## src/rtl/pu_riscv_dmem_arbiter.sv

```systemverilog
// Two-port round-robin arbiter sharing the core's data-memory port between the LSU (port 0)
// and a secondary master (port 1), with a watchdog that error-completes a hung access.
module pu_riscv_dmem_arbiter #(
  parameter int XLEN    = 64,
  parameter int TIMEOUT = 255
) (
  input  logic            clk,
  input  logic            rstn,
  input  logic            req0,
  input  logic [XLEN-1:0] adr0,
  input  logic [XLEN-1:0] d0,
  input  logic            we0,
  input  logic [2:0]      size0,
  output logic            ack0,
  output logic [XLEN-1:0] q0,
  output logic            err0,
  input  logic            req1,
  input  logic [XLEN-1:0] adr1,
  input  logic [XLEN-1:0] d1,
  input  logic            we1,
  input  logic [2:0]      size1,
  output logic            ack1,
  output logic [XLEN-1:0] q1,
  output logic            err1,
  output logic            mem_req,
  output logic [XLEN-1:0] mem_adr,
  output logic [XLEN-1:0] mem_d,
  output logic            mem_we,
  output logic [2:0]      mem_size,
  input  logic            mem_ack,
  input  logic [XLEN-1:0] mem_q,
  input  logic            mem_err,
  output logic [1:0]      gnt,
  output logic            busy,
  output logic            timeout_flag
);

  localparam int CW = (TIMEOUT < 2) ? 1 : $clog2(TIMEOUT + 1);

  typedef enum logic {IDLE, BUSY} state_t;

  state_t          state;
  logic            ptr;      // 0: port 0 favoured on a tie, 1: port 1 favoured
  logic [CW-1:0]   cnt;
  logic            ack_hit;
  logic            tmo_hit;
  logic            done;
  logic            pick;

  always_comb begin
    ack_hit = (state == BUSY) && mem_ack;
    // a real ack in the same cycle as expiry takes precedence
    tmo_hit = (TIMEOUT != 0) && (state == BUSY) && !mem_ack && (cnt == CW'(TIMEOUT));
    done    = ack_hit || tmo_hit;
    pick    = (req0 && req1) ? ptr : req1;
  end

  always_ff @(posedge clk or negedge rstn) begin
    if (!rstn) begin
      state        <= IDLE;
      gnt          <= '0;
      mem_req      <= 1'b0;
      busy         <= 1'b0;
      timeout_flag <= 1'b0;
      ptr          <= 1'b0;
      cnt          <= '0;
    end else begin
      unique case (state)
        IDLE: begin
          if (req0 || req1) begin
            state   <= BUSY;
            gnt     <= pick ? 2'b10 : 2'b01;
            mem_req <= 1'b1;
            busy    <= 1'b1;
            cnt     <= CW'(1);
          end
        end
        BUSY: begin
          if (done) begin
            state   <= IDLE;
            gnt     <= '0;
            mem_req <= 1'b0;
            busy    <= 1'b0;
            cnt     <= '0;
            ptr     <= gnt[0];
            if (tmo_hit) timeout_flag <= 1'b1;
          end else begin
            cnt <= cnt + CW'(1);
          end
        end
      endcase
    end
  end

  always_comb begin
    mem_adr  = gnt[1] ? adr1  : adr0;
    mem_d    = gnt[1] ? d1    : d0;
    mem_we   = gnt[1] ? we1   : we0;
    mem_size = gnt[1] ? size1 : size0;

    ack0 = gnt[0] && done;
    ack1 = gnt[1] && done;
    err0 = gnt[0] && (ack_hit ? mem_err : tmo_hit);
    err1 = gnt[1] && (ack_hit ? mem_err : tmo_hit);
    q0   = (gnt[0] && ack_hit) ? mem_q : '0;
    q1   = (gnt[1] && ack_hit) ? mem_q : '0;
  end

endmodule

```

## config.mk

```make
export PLATFORM = sky130hd
export DESIGN_NAME = pu_riscv_dmem_arbiter
export DESIGN_NICKNAME = d
export VERILOG_FILES = /design/src/rtl/pu_riscv_dmem_arbiter.sv
export SDC_FILE = /design/constraint.sdc
export NUM_CORES = 1
export LEC_CHECK = 0
export BUFFER_PORTS_ARGS = -buffer_cell sky130_fd_sc_hd__buf_2
export CORE_AREA = 2 2 232 234
export CTS_CLUSTER_SIZE = 12
export DETAILED_ROUTE_END_ITERATION = 16
export DIE_AREA = 0 0 234 236
export PLACE_DENSITY = 0.4
export SYNTH_ARGS = -nofsm -noshare
export SYNTH_HDL_FRONTEND = slang
export SYNTH_SLANG_ARGS = --single-unit
```

## constraint.sdc

```tcl
create_clock -name clk -period 2.15 [get_ports clk]
set_clock_uncertainty 0.2 [all_clocks]
set_input_delay 0.645 -clock clk [delete_from_list [all_inputs] [get_ports clk]]
set_output_delay 0.645 -clock clk [all_outputs]
set_load 0.02 [all_outputs]
```

# After elaboration in Yosys (flattened, before gate mapping)
# Index checks and enable logic that the tools add are counted.
[word_totals] ff_bits=14 inputBits=334 output_inout_bits=269 wordCells=48
[classes] addsub=1 n_eq_ne=3 n_mux=21 bitwise=1 n_reduce_logical=16
[op_table] operator="$mux 64" n=4
[op_table] operator="$mux 8" n=2
[op_table] operator="$pmux 8 s2" n=1
[op_table] operator="$logic_and 1x1->1" n=10
[op_table] operator="$add 8x1->8 const B" n=1
[op_table] operator="$eq 8x8->1 const B" n=1
[op_table] operator="$mux 1" n=7
[op_table] operator="$mux 2" n=3
[op_table] operator="$pmux 1 s2" n=2
[op_table] operator="$pmux 2 s2" n=1
[op_table] operator="$reduce_and 2->1" n=2
[op_table] operator="$mux 3" n=1
[op_table] operator="$reduce_and 3->1" n=1
[op_table] operator="$logic_or 1x1->1" n=2
[op_table] operator="$ne 2x1->1 const B" n=1
[op_table] operator="$ne 2x2->1 const B" n=1
[op_table] operator="$logic_not 1->1" n=1
[op_table] operator="$not 1->1" n=1

# Depth between registers and ports, before layout
[depth] word_depth=6 ltp_mapped=5 mapped_depth_nobuf=4

# Worst setup path after synthesis
# OpenSTA, ideal clock, no wires.
[synth_timing] path_type="in2out" from="input mem_ack" to="output q0[10]" t_arrival_ps=1551 required_ps=1305 slack_ps=-246 stages=5 n_path_buf=3 cell_sequence="buf_2 and3_1 buf_2 clkbuf_1 and2_1"
[synth_between] elab_chain_cells=3
[synth_lines] element="start: declaration" line="30" source="input logic mem_ack,"
[synth_lines] element="$logic_and 1x1->1" line="51" source="ack_hit = (state == BUSY) && mem_ack;"
[synth_lines] element="$logic_and 1x1->1" line="105" source="q0 = (gnt[0] && ack_hit) ? mem_q : '0;"
[synth_lines] element="$mux 64" line="105"
[synth_lines] element="end: declaration" line="15" source="output logic [XLEN-1:0] q0,"
# Every way passes these cells.

# Worst setup path in the final report
[layout_timing] from="register gnt[1]" to="output q1[59]"
[layout_between] elab_chain_cells=2
[layout_lines] element="start: declaration" line="33" source="output logic [1:0] gnt,"
[layout_lines] element="start signal: assignment" line="72" source="gnt <= pick ? 2'b10 : 2'b01;"
[layout_lines] element="$logic_and 1x1->1" line="106" source="q1 = (gnt[1] && ack_hit) ? mem_q : '0;"
[layout_lines] element="$mux 64" line="106"
[layout_lines] element="end: declaration" line="23" source="output logic [XLEN-1:0] q1,"
# Every way passes these cells.

==> impl_metrics.tcl <==
set metrics [dict create \
    gr-usage-all-layers 0.09711 \
    grt_setup_unrepaired "yes" \
    seq_area_um2 354.1 \
    finalWirelength_um 30090 \
    synth-xor-area-share 0 \
    synthDominantAreaCellType "sky130_fd_sc_hd__mux2_2" \
    start_util 0.06064 \
    insertion_delay_ns 0.24 \
    routed_vias 5572 \
    synth.area.top_cells "sky130_fd_sc_hd__mux2_2, sky130_fd_sc_hd__and2_1, sky130_fd_sc_hd__dfrtp_1, sky130_fd_sc_hd__buf_2, sky130_fd_sc_hd__buf_4" \
    placementRows 85 \
    sw_frac_of_total 0.4333 \
    worst_setup_hold_path_clk_slew_ns 0.05 \
    hpwlAfterDp_um 24160 \
    switching_power_w 0.001724 \
    tritoncts_num_sinks 14 \
    synth.yosys.seq_area_share 0.1089 \
    pin_count_of_the_biggest_net_entering_global_routing 26 \
    combinationalPowerShare 0.820 \
    power_share_of_the_sequential_group 0.080 \
    wire_length_of_the_first_global_routing_pass_um 38390 \
    part_of_the_total_power_dissipated_in_the_clock_network 0.100 \
    hold_path.class "primary input to async pin" \
    layout.nets 1361 \
    crit_path_start_kind "register" \
    power.density_cell_area_mw_per_mm2 408.5 \
    highest_attainable_clock_frequency_mhz 393.4 \
    worst_slew_pin_slew_ns 0.4119 \
    clockBufferDepth 2 \
    ant_nets 0 \
    design_power_total_w 0.003979 \
    clock_tree.htree_level_count 1 \
    endpoint_class_of_the_critical_path "output port" \
    firstDrtPassIters 4 \
    final-max-slew-violation-count 0 \
    slew-limit-headroom 0.7225 \
    final.setup.tns_ns -73.81 \
    layout_common_cells "sky130_fd_sc_hd__buf_2, sky130_fd_sc_hd__buf_6, sky130_fd_sc_hd__and2_4, sky130_fd_sc_hd__mux2_2, sky130_fd_sc_hd__buf_4" \
    finalWeightedCongestion 0.7899 \
    synth_area_mm2 0.003218 \
    timing_worst_setup_path_type "register to output port" \
    floorplan.die.width_um 234 \
    synthDistinctLibCells 35 \
    static-leakage-power_nw 4.801 \
    i_o_pins 603 \
    critPathRequiredTime_ns 1.30 \
    synth_compound_gate_area_share 0.04588 \
    failed_checks "setup timing" \
    run_status "complete, but fails checks" \
    drive_above_1_share 0.9317 \
    cellInternalPower_w 0.002255 \
    clock_tree.root_cell "sky130_fd_sc_hd__clkbuf_16" \
    post_synth.cell_area_avg_um2 8.582 \
    die_height_um 236 \
    drv.max_cap_violation_count 0 \
    synth-adder-area-share 0.003888 \
    synth.ff_latch_count 14 \
    synth-edff-count 0 \
    tritoncts_clock_tree "yes" \
    core-area_mm2 0.05307 \
    worst-endpoint-arrival_ns 1.70 \
    cts_buffers 3 \
    max-vdd-ir-drop_v 0.0002330 \
    area_of_combinational_cells_with_multiple_inputs_mm2 0.003161 \
    timing.final.setup_violations 264 \
    final_common_cell "sky130_fd_sc_hd__buf_2" \
    via_per_inst 3.234 \
    io_buffers 602 \
    synth_top_cell_area_share 0.4654 \
    synthesis.nets 710 \
    yosys_warnings 0 \
    synthesis.instances 375 \
    dr.first_iter.drc_count 100 \
    grt_pass1_vias 5702 \
    primary_flip_flop_cell_chosen_by_synthesis_mapping "sky130_fd_sc_hd__dfrtp_1" \
    proportion_of_synthesized_area_in_mux_cells 0.4654 \
    synthToLayoutAreaGrowth_pct 202.7 \
    grt_overflow_total 0 \
    design.die.area_mm2 0.05522 \
    setup_ws_final_ns -0.3921 \
    ys_async_sr_fraction 1.000 \
    antenna_violations_before_repair 5 \
    route.detailed.wl_per_inst_um 17.46 \
    drc 0 \
    report.final.hold_viol_count 0 \
    layout_min_cycle_time_ns 2.542 \
    n_fill_cell 5820 \
    largest_family_of_logic_cells_by_synthesized_area "multiplexers" \
    cp_max_fo 7 \
    timing.final.crit_share 1.182 \
    yosys.area_share.simple 0.3196 \
]
## per-layer routing
metal | share of wire | up-vias | wire, µm | global-route usage
li1 | - | 2600 | - | -
met1 | 0.37 | 2582 | 11250 | 0.1053
met2 | 0.55 | 374 | 16590 | 0.2019
met3 | 0.066 | 14 | 1980 | 0.009309
met4 | 0.0085 | 2 | 256 | 0.01093
met5 | 0.00053 | - | 16 | 0
## synth_stat cells, types with 2 or more instances
cell type	count
sky130_fd_sc_hd__and3_1	3
sky130_fd_sc_hd__nand3_1	2
sky130_fd_sc_hd__dfrtp_1	14
sky130_fd_sc_hd__mux2_2	133
sky130_fd_sc_hd__o22ai_1	3
sky130_fd_sc_hd__nand2_1	13
sky130_fd_sc_hd__o21ai_0	6
sky130_fd_sc_hd__o21bai_1	2
sky130_fd_sc_hd__inv_1	3
sky130_fd_sc_hd__buf_2	13
sky130_fd_sc_hd__and2_1	129
sky130_fd_sc_hd__a211oi_1	2
sky130_fd_sc_hd__clkbuf_1	12
sky130_fd_sc_hd__a21oi_1	2
sky130_fd_sc_hd__nor2b_1	4
sky130_fd_sc_hd__nor3_1	2
sky130_fd_sc_hd__o211ai_1	3
sky130_fd_sc_hd__nand4_1	3
sky130_fd_sc_hd__nor3b_1	2
sky130_fd_sc_hd__nor2_1	2
sky130_fd_sc_hd__buf_4	8
## stage by stage
stage / cell area, µm² / utilization / hold slack (ns) / setup slack (ns) / cells
final: 9742 / 0.1836 / 0.09962 / -0.3921 / 1723
after global routing: 9737 / 0.1835 / 0.1210 / -0.4171 / 1721
after CTS: 9348 / 0.1761 / 0.1104 / -0.4101 / 1723
after detailed placement: 7656 / 0.1443 / 0.2875 / -0.5124 / 1687
after global placement: 7656 / 0.1443 / 0.2788 / -0.6259 / 1687
after floorplan: 3685 / - / 0.1494 / -0.03693 / 375
## state kept, by name, summed over array words and instances (netlist names)
signal        count
cnt               8
gnt               2
busy              1
ptr               1
state             1
timeout_flag      1
## final cells by class
cell class,count,area share
Inverter,3,0.001156
Timing Repair Buffer,679,0.5390
Multi-Input combinational cell,325,0.3244
Sequential cell,14,0.03635
Tap cell,696,0.08939
Clock buffer,4,0.009119
Antenna cell,2,0.0005137
## path summary, 6_finish.rpt
check | endpoint | startpoint | slack, ns | depth (start not counted)
setup reg to reg | ptr$_DFFE_PN0P_ | cnt[1]$_DFFE_PN0P_ | 0.29 | 7
setup / recovery | q1[59] | gnt[1]$_DFFE_PN0P_ | -0.39 | 6
hold / removal | timeout_flag$_DFFE_PN0P_ | rstn | 0.1 | 1
hold reg to reg | timeout_flag$_DFFE_PN0P_ | timeout_flag$_DFFE_PN0P_ | 0.30 | 1
min in group clk | timeout_flag$_DFFE_PN0P_ | timeout_flag$_DFFE_PN0P_ | 0.30 | 1
max in group asynchronous | gnt[1]$_DFFE_PN0P_ | rstn | 1.36 | 1
## worst max-delay path: stages (launching register included)
cell                      delay (ns)
sky130_fd_sc_hd__dfrtp_4        0.51
sky130_fd_sc_hd__buf_6          0.13
sky130_fd_sc_hd__and3_4         0.24
sky130_fd_sc_hd__buf_8          0.17
sky130_fd_sc_hd__buf_16         0.14
sky130_fd_sc_hd__and2_4         0.14
sky130_fd_sc_hd__buf_6          0.12
## power by group through the flow
stage                     Combinational, W  Clock (W)  Sequential [W]
after floorplan                    0.00146          0        0.000327
after global placement             0.00259          0        0.000316
after detailed placement           0.00259          0        0.000315
after CTS                          0.00322   0.000405        0.000318
after global routing               0.00345   0.000413        0.000322
final                              0.00326   0.000399        0.000318
## repair_timing
action,4_1_cts,5_1_grt
setup buffers,21,2
cloned,12,3
pin swaps,9,4
hold buffers,0,0
gates resized for setup,329,140
setup endpoints to repair,265,264
## logic make-up after synthesis
family,Yosys count
and+or+nand+nor,168
muxes,133
buffers and inverters,36
AOI/OAI and AO/OA,23
DFF,14
adders and majority gates,1
(Power assumes the default switching activity.)
